`src/rtl/riscv_wb_pkg.sv`:
```
// Shared types for the write-back stage: W2 source encoding and write request layout.
// Latency: none (types and constants only).
// Backpressure: none (types and constants only).
package riscv_wb_pkg;

    // W2 sources; the round-robin pointer holds the source that wins the next contended cycle.
    typedef enum logic {
        WB_LSU = 1'b0,
        WB_MDU = 1'b1
    } wb_src_e;

    // Default geometry of the integer/FP register file.
    localparam int WB_ADDR_WIDTH = 6;
    localparam int WB_DATA_WIDTH = 32;
    localparam int WB_FPU        = 0;

    // Scoreboard depth for the default geometry.
    // Without an FP bank the upper address bit aliases onto the integer file (Zfinx).
    localparam int NUM_SB_REGS = (WB_FPU != 0) ? (2 ** WB_ADDR_WIDTH) : 32;

    // One write request as seen by a regfile write port.
    typedef struct packed {
        logic [WB_ADDR_WIDTH-1:0] waddr;
        logic [WB_DATA_WIDTH-1:0] wdata;
    } wb_req_t;

    // Scoreboard depth for an arbitrary instance geometry.
    function automatic int sb_regs(input int fpu, input int addr_width);
        return (fpu != 0) ? (1 << addr_width) : 32;
    endfunction

endpackage

```
`src/rtl/riscv_wb_rr_arbiter.sv`:
```
// Two-input round-robin grant between LSU and MDU results for regfile port W2.
// Latency: grant is combinational in the request cycle; only the pointer is registered.
// Backpressure: the source without a grant sees ready low and must hold its request.
module riscv_wb_rr_arbiter
    import riscv_wb_pkg::*;
(
    input  logic clk,
    input  logic rst_n,
    input  logic req_lsu,
    input  logic req_mdu,
    output logic gnt_lsu,
    output logic gnt_mdu
);

    wb_src_e ptr;

    // A lone requester always wins; on contention the pointer decides.
    always_comb begin
        gnt_lsu = req_lsu && (!req_mdu || (ptr == WB_LSU));
        gnt_mdu = req_mdu && (!req_lsu || (ptr == WB_MDU));
    end

    // Hand priority to the loser after every contended grant.
    always_ff @(posedge clk or negedge rst_n) begin
        if (!rst_n) begin
            ptr <= WB_LSU;
        end else if (req_lsu && req_mdu) begin
            ptr <= (ptr == WB_LSU) ? WB_MDU : WB_LSU;
        end
    end

endmodule

```
`src/rtl/riscv_wb_scoreboard.sv`:
```
// Write-back stage: ALU to W1, LSU/MDU round-robin to W2, busy scoreboard and RAW hazard flags for ID.
// Latency: one registered cycle from result valid to regfile write; hazards and read data are combinational.
// Backpressure: ALU always accepted; LSU/MDU ready equals grant; issue_full_o stops ID issuing.
// Optional forwarding from the staged W1/W2 writes is enabled by defining RISCV_WB_BYPASS_EN.
module riscv_wb_scoreboard
    import riscv_wb_pkg::*;
#(
    parameter int ADDR_WIDTH = 6,
    parameter int DATA_WIDTH = 32,
    parameter int FPU        = 0,
    parameter int CNT_W      = 4
) (
    input  logic                  clk,
    input  logic                  rst_n,
    input  logic                  alu_valid_i,
    input  logic [ADDR_WIDTH-1:0] alu_waddr_i,
    input  logic [DATA_WIDTH-1:0] alu_wdata_i,
    input  logic                  lsu_valid_i,
    output logic                  lsu_ready_o,
    input  logic [ADDR_WIDTH-1:0] lsu_waddr_i,
    input  logic [DATA_WIDTH-1:0] lsu_wdata_i,
    input  logic                  mdu_valid_i,
    output logic                  mdu_ready_o,
    input  logic [ADDR_WIDTH-1:0] mdu_waddr_i,
    input  logic [DATA_WIDTH-1:0] mdu_wdata_i,
    input  logic                  issue_valid_i,
    input  logic [ADDR_WIDTH-1:0] issue_waddr_i,
    input  logic [ADDR_WIDTH-1:0] raddr_a_i,
    input  logic [ADDR_WIDTH-1:0] raddr_b_i,
    input  logic [ADDR_WIDTH-1:0] raddr_c_i,
    input  logic [DATA_WIDTH-1:0] rf_rdata_a_i,
    input  logic [DATA_WIDTH-1:0] rf_rdata_b_i,
    input  logic [DATA_WIDTH-1:0] rf_rdata_c_i,
    output logic [DATA_WIDTH-1:0] rdata_a_o,
    output logic [DATA_WIDTH-1:0] rdata_b_o,
    output logic [DATA_WIDTH-1:0] rdata_c_o,
    output logic                  hazard_a_o,
    output logic                  hazard_b_o,
    output logic                  hazard_c_o,
    output logic                  issue_full_o,
    output logic                  we_a_o,
    output logic [ADDR_WIDTH-1:0] waddr_a_o,
    output logic [DATA_WIDTH-1:0] wdata_a_o,
    output logic                  we_b_o,
    output logic [ADDR_WIDTH-1:0] waddr_b_o,
    output logic [DATA_WIDTH-1:0] wdata_b_o
);

    localparam int SB_REGS = sb_regs(FPU, ADDR_WIDTH);
    localparam int SB_AW   = $clog2(SB_REGS);

    logic                  gnt_lsu;
    logic                  gnt_mdu;
    logic [ADDR_WIDTH-1:0] w2_waddr;
    logic [DATA_WIDTH-1:0] w2_wdata;
    logic [SB_REGS-1:0]    busy;
    logic [CNT_W-1:0]      count;
    logic                  issue_take;
    logic                  count_inc;
    logic                  count_dec;
    logic [SB_AW-1:0]      issue_idx;
    logic [SB_AW-1:0]      commit_idx;

    logic [ADDR_WIDTH-1:0] rd_addr [3];
    logic [DATA_WIDTH-1:0] rd_rf   [3];
    logic [DATA_WIDTH-1:0] rd_out  [3];
    logic [2:0]            rd_nz;
    logic [2:0]            rd_busy;
    logic [2:0]            rd_w1_hit;
    logic [2:0]            rd_haz;

    riscv_wb_rr_arbiter u_arb (
        .clk     (clk),
        .rst_n   (rst_n),
        .req_lsu (lsu_valid_i),
        .req_mdu (mdu_valid_i),
        .gnt_lsu (gnt_lsu),
        .gnt_mdu (gnt_mdu)
    );

    assign lsu_ready_o = gnt_lsu;
    assign mdu_ready_o = gnt_mdu;
    assign w2_waddr    = gnt_lsu ? lsu_waddr_i : mdu_waddr_i;
    assign w2_wdata    = gnt_lsu ? lsu_wdata_i : mdu_wdata_i;

    // W1 stage: ALU results land one cycle later; x0 never raises a write enable.
    always_ff @(posedge clk or negedge rst_n) begin
        if (!rst_n) begin
            we_a_o    <= 1'b0;
            waddr_a_o <= '0;
            wdata_a_o <= '0;
        end else begin
            we_a_o <= alu_valid_i && (alu_waddr_i != '0);
            if (alu_valid_i) begin
                waddr_a_o <= alu_waddr_i;
                wdata_a_o <= alu_wdata_i;
            end
        end
    end

    // W2 stage: the granted LSU/MDU result lands one cycle later; x0 never raises a write enable.
    always_ff @(posedge clk or negedge rst_n) begin
        if (!rst_n) begin
            we_b_o    <= 1'b0;
            waddr_b_o <= '0;
            wdata_b_o <= '0;
        end else begin
            we_b_o <= (gnt_lsu || gnt_mdu) && (w2_waddr != '0);
            if (gnt_lsu || gnt_mdu) begin
                waddr_b_o <= w2_waddr;
                wdata_b_o <= w2_wdata;
            end
        end
    end

    // An issue is dropped while full or when it targets x0, so x0 never owns a busy bit or a count slot.
    assign issue_full_o = (count == {CNT_W{1'b1}});
    assign issue_take   = issue_valid_i && !issue_full_o;
    assign count_inc    = issue_take && (issue_waddr_i != '0);
    assign count_dec    = we_b_o && (count != '0);
    assign issue_idx    = issue_waddr_i[SB_AW-1:0];
    assign commit_idx   = waddr_b_o[SB_AW-1:0];

    // Busy bits: a new reservation beats a commit to the same register in the same cycle.
    always_ff @(posedge clk or negedge rst_n) begin
        if (!rst_n) begin
            busy <= '0;
        end else begin
            for (int r = 0; r < SB_REGS; r++) begin
                if (count_inc && (issue_idx == SB_AW'(r))) begin
                    busy[r] <= 1'b1;
                end else if (we_b_o && (commit_idx == SB_AW'(r))) begin
                    busy[r] <= 1'b0;
                end
            end
        end
    end

    // Outstanding long-op counter; issue and commit together leave it unchanged.
    always_ff @(posedge clk or negedge rst_n) begin
        if (!rst_n) begin
            count <= '0;
        end else if (count_inc && !count_dec) begin
            count <= count + 1'b1;
        end else if (count_dec && !count_inc) begin
            count <= count - 1'b1;
        end
    end

    assign rd_addr[0] = raddr_a_i;
    assign rd_addr[1] = raddr_b_i;
    assign rd_addr[2] = raddr_c_i;
    assign rd_rf[0]   = rf_rdata_a_i;
    assign rd_rf[1]   = rf_rdata_b_i;
    assign rd_rf[2]   = rf_rdata_c_i;

    // Per read port: nonzero address, pending busy bit, and match against the staged W1 write.
    always_comb begin
        rd_nz     = '0;
        rd_busy   = '0;
        rd_w1_hit = '0;
        for (int i = 0; i < 3; i++) begin
            rd_nz[i]     = (rd_addr[i] != '0);
            rd_busy[i]   = busy[rd_addr[i][SB_AW-1:0]];
            rd_w1_hit[i] = we_a_o && (waddr_a_o == rd_addr[i]);
        end
    end

`ifdef RISCV_WB_BYPASS_EN
    logic [2:0] rd_w2_hit;

    // Forward staged W2 first (it wins in the regfile too), then W1; a committing register is not a hazard.
    always_comb begin
        rd_w2_hit = '0;
        rd_haz    = '0;
        for (int i = 0; i < 3; i++) begin
            rd_w2_hit[i] = we_b_o && (waddr_b_o == rd_addr[i]);
            rd_out[i]    = rd_w2_hit[i] ? wdata_b_o :
                           rd_w1_hit[i] ? wdata_a_o : rd_rf[i];
            rd_haz[i]    = rd_nz[i] && rd_busy[i] && !rd_w2_hit[i];
        end
    end
`else
    // No forwarding: staged writes are not yet readable, so they stall ID for a cycle.
    always_comb begin
        rd_haz = '0;
        for (int i = 0; i < 3; i++) begin
            rd_out[i] = rd_rf[i];
            rd_haz[i] = rd_nz[i] && (rd_busy[i] || rd_w1_hit[i]);
        end
    end
`endif

    assign rdata_a_o  = rd_out[0];
    assign rdata_b_o  = rd_out[1];
    assign rdata_c_o  = rd_out[2];
    assign hazard_a_o = rd_haz[0];
    assign hazard_b_o = rd_haz[1];
    assign hazard_c_o = rd_haz[2];

    // ID must respect issue_full_o; an issue while full would lose its reservation.
    issue_while_full: assert property (@(posedge clk) disable iff (!rst_n)
        !(issue_valid_i && issue_full_o));

endmodule

```
`config.mk`:
```
export PLATFORM = sky130hd
export DESIGN_NAME = riscv_wb_scoreboard
export DESIGN_NICKNAME = d
export VERILOG_FILES = /design/src/rtl/riscv_wb_pkg.sv /design/src/rtl/riscv_wb_rr_arbiter.sv /design/src/rtl/riscv_wb_scoreboard.sv
export SDC_FILE = /design/constraint.sdc
export NUM_CORES = 1
export LEC_CHECK = 0
export ABC_AREA = 1
export CORE_AREA = 2 2 165 167
export DETAILED_ROUTE_END_ITERATION = 8
export DIE_AREA = 0 0 167 169
export PLACE_DENSITY = 0.66
export SYNTH_ARGS = -nofsm -noshare
export SYNTH_HDL_FRONTEND = slang
export SYNTH_SLANG_ARGS = --single-unit
```
`constraint.sdc`:
```
create_clock -name clk -period 2.3 [get_ports clk]
set_input_delay 0.69 -clock clk [delete_from_list [all_inputs] [get_ports clk]]
set_output_delay 0.69 -clock clk [all_outputs]
set_load 0.02 [all_outputs]
```
==> results.md <==
- Dominant cell type by area after synthesis: dfrtp_1
- Number of cell rows: 60
- TritonCTS buffer count: 17
- Max_slew headroom: 63.7%
- Commonest cells post-synth: nand2_1, dfrtp_1, buf_4
- Critical path's top delay family: simple AND/OR/NAND/NOR gates
- Via count of the first global-routing pass: 7281
- GR Util All Layers: 17.8%
- Remaining DRCs: 0
- Number of input and output port buffers inserted: 227
- Result of the run: finished with violations
- Slowest-stage cell, CP: buf_8
- Total cell area at the placement stage: 9590 um^2
- Tcrit/Tclk final: 108%
- Pins Over Slew Limit: 0
- Skew final: 0.0116 ns
- RSZ-0062 raised after global routing: true
- Path type of the worst min-delay path: in -> async
- Highest ir drop seen on vdd: 0.553 mV
- Number of antenna violations at the first check in global routing: 0
- Max cap viols: 0
- Post-Syn Area per Cell: 7.80 um^2
- First drt pass iteration count: 5
- Setup violations, final: 3
- CTS tree: done
- Failing checks: negative setup slack
- Clock insertion delay at the later pin of the skew report: 0.42 ns
- Post-route setup TNS: -0.384 ns
- Most used flip-flop cell after synthesis: dfrtp_1
- Number of inserted diodes: 0
- Gate count of the mapped netlist: 923
- Final HPWL from detailed placement: 18700 um
- Fin cells: 1480
- Hold-fix buffers at CTS: 0
- Final number of hold-violating endpoints: 0
- Arr. time, crit path: 1.78 ns
- PwrDens: 818 nW/um^2
- Clock transition at path regs: 0.07 ns
- Area of the multi-input gates: 3300 um^2
- Static Leak: 4.68 nW
- Fraction of registers with async set/reset: 100%
- Max Freq: 404 MHz
- Horizontal die dimension: 167 um
- Root Buffer: clkbuf_16
- Wire length of the first global-routing pass: 39800 um
- Post-detailed-route wirelength per cell: 17.4 um
- Chain of cells forming the critical path: buf_8, clkinvlp_4, buf_8, nand2_2, nand3_2, nand3_2, nand3_2, nand2_1, nand2_1, nand3_1, nand2_1, inv_1, buf_6
- Share of the synthesized area in the top cell type: 40.0%
- Deepest level of the CTS H-tree: 4
- Filler cells: 2707
- Post-synth net total: 1167
- Final non-filler cell area: 10600 um^2
- Floorplan die height: 169 um
- Worst EP required: 1.61 ns
- Antenna Nets Post-Route: 0
- Number of vias per cell: 4.92
- Die ar.: 28200 um^2
- Tightest Pin Transition: 0.543 ns
- Share of synthesized area occupied by flip-flops and latches: 40.0%
- Initial DRC Count: 512
- Most repeated cell in the gate-level netlist after synthesis: nand2_1
- Initial cell density of the core: 27.2%
- Remaining global-route overflow: 0
- WS Path Type: in -> out
- Worst setup timing slack at the placement stage: -1.08 ns
- Count of flip-flops with a built-in enable after synthesis: 0
- Layout cell share with drive strength beyond 1: 25.7%
- Max Buffers Root-to-Sink: 2
- Summed instance area of the synthesized netlist: 7200 um^2
- Crit end category: output port
- Sequential Area: 2880 um^2
- Minimum period implied by the final worst setup slack: 2.47 ns
- Final core utilization: 39.8%
- Sink count of the clock tree: 115
- Largest incremental delay on the critical path: 0.17 ns
- I/O pins: 420
- Worst R2R Setup Slack: 0.22 ns
- Pin count of the biggest net entering global routing: 56
- Final critical-path setup slack: -0.175 ns
- Number of buffer and inverter stages on the critical path: 5
- Startpoint kind of the worst setup timing path: input pin
- Cell count after placement: 1436
- Top area cells in the synthesized netlist: dfrtp_1, nand2_1, buf_4
- Overall routed net length: 25700 um
- Count of synthesis-stage warnings from yosys: 0
- Nets: 1371
- Maximum net fanout on the critical path: 8
- Placeable core region: 26500 um^2
- Via count: 7283
- Total of flip-flops plus latches after synthesis: 115
- Global placement routability congestion: 0.871
- Cell variety after synth: 39
- Synth-to-layout area growth: 46.6%
-- power breakdown --
group / total (mW) / internal (mW) / switching [mW] / leakage [nW]
combinational: 3.20 / 1.39 / 1.80 / 3.08
clock: 2.54 / 1.49 / 1.05 / 0.255
sequential: 2.90 / 2.50 / 0.396 / 1.34
total: 8.63 / 5.38 / 3.25 / 4.68
-- metrics by stage --
step	total power, mW	hold WS (ns)
2_1_floorplan	4.60	0.394
3_3_place_gp	5.80	0.464
3_5_place_dp	5.85	0.473
4_1_cts	8.50	0.0437
5_1_grt	9.13	0.0389
6_report	8.63	0.0568
-- final cells by class --
cell class | instances | area share [%]
timing repair inverter | 4 | 0.237
clock buffer | 17 | 4.03
sequential | 115 | 27.3
inverter | 79 | 3.05
timing repair buffer | 316 | 28.8
clock inverter | 14 | 1.26
multi-input combinational | 594 | 31.3
tap | 341 | 4.04
-- kinds of logic (layout without fill, tap and decap cells) --
kind of cell               count (synthesis)  after routing  synth area share [%]
DFF                                      115            115                  40.0
muxes                                     33             33                  5.16
AOI/OAI and AO/OA                        157            157                  12.1
xor gates and xnor gates                   3              3                 0.365
and+or+nand+nor                          397            397                  23.7
adders and majority gates                  4              4                 0.799
buffers and inverters                    214            430                  17.9
-- cells in the final DEF, fill, tap and decap left out, types with 6 or more instances in the layout --
master / instances
buf_4: 76
buf_12: 6
mux2_2: 33
buf_2: 8
buf_6: 9
o21ai_0: 95
nand4_1: 16
dlygate4sd2_1: 13
nand2_2: 15
dfrtp_1: 111
nor2_1: 46
o41ai_1: 7
o22ai_1: 6
a21oi_1: 34
clkdlybuf4s50_1: 189
clkinvlp_4: 9
nand3_1: 69
inv_2: 40
nand3_2: 29
inv_1: 31
clkbuf_16: 17
nand2_1: 202
-- state kept, by name (all words and copies together) (netlist names) --
register,cells
u_arb.ptr,1
waddr_b_o,6
we_b_o,1
wdata_b_o,32
waddr_a_o,6
we_a_o,1
count,4
wdata_a_o,32
busy,32
-- worst paths after layout --
kind / startpoint / endpoint / cells after the start
worst max register to register: count[0] / count[3] / 11
worst max-delay path: raddr_b_i[0] / hazard_b_o / 13
worst min register to register: wdata_b_o[3] / wdata_b_o[3] / 2
min in group clk: wdata_b_o[3] / wdata_b_o[3] / 2
max in group asynchronous: rst_n / waddr_a_o[4] / 2
worst min-delay path: rst_n / wdata_a_o[18] / 1
-- routing by layer --
layer	global-route usage, %	wire length (um)	vias up
met5	0	0	-
met4	6.63	561	0
met3	6.03	2650	63
met2	29.2	12200	431
met1	21.8	10200	3416
li1	-	-	3373
-- repair_timing --
action / in CTS / in global routing
gates cloned: 7 / 1
endpoints found under the setup margin: 13 / 8
resized for setup: 145 / 86
pin swaps: 16 / 36
buffers inserted: 4 / 1
Power figures use the tool's default switching activity.
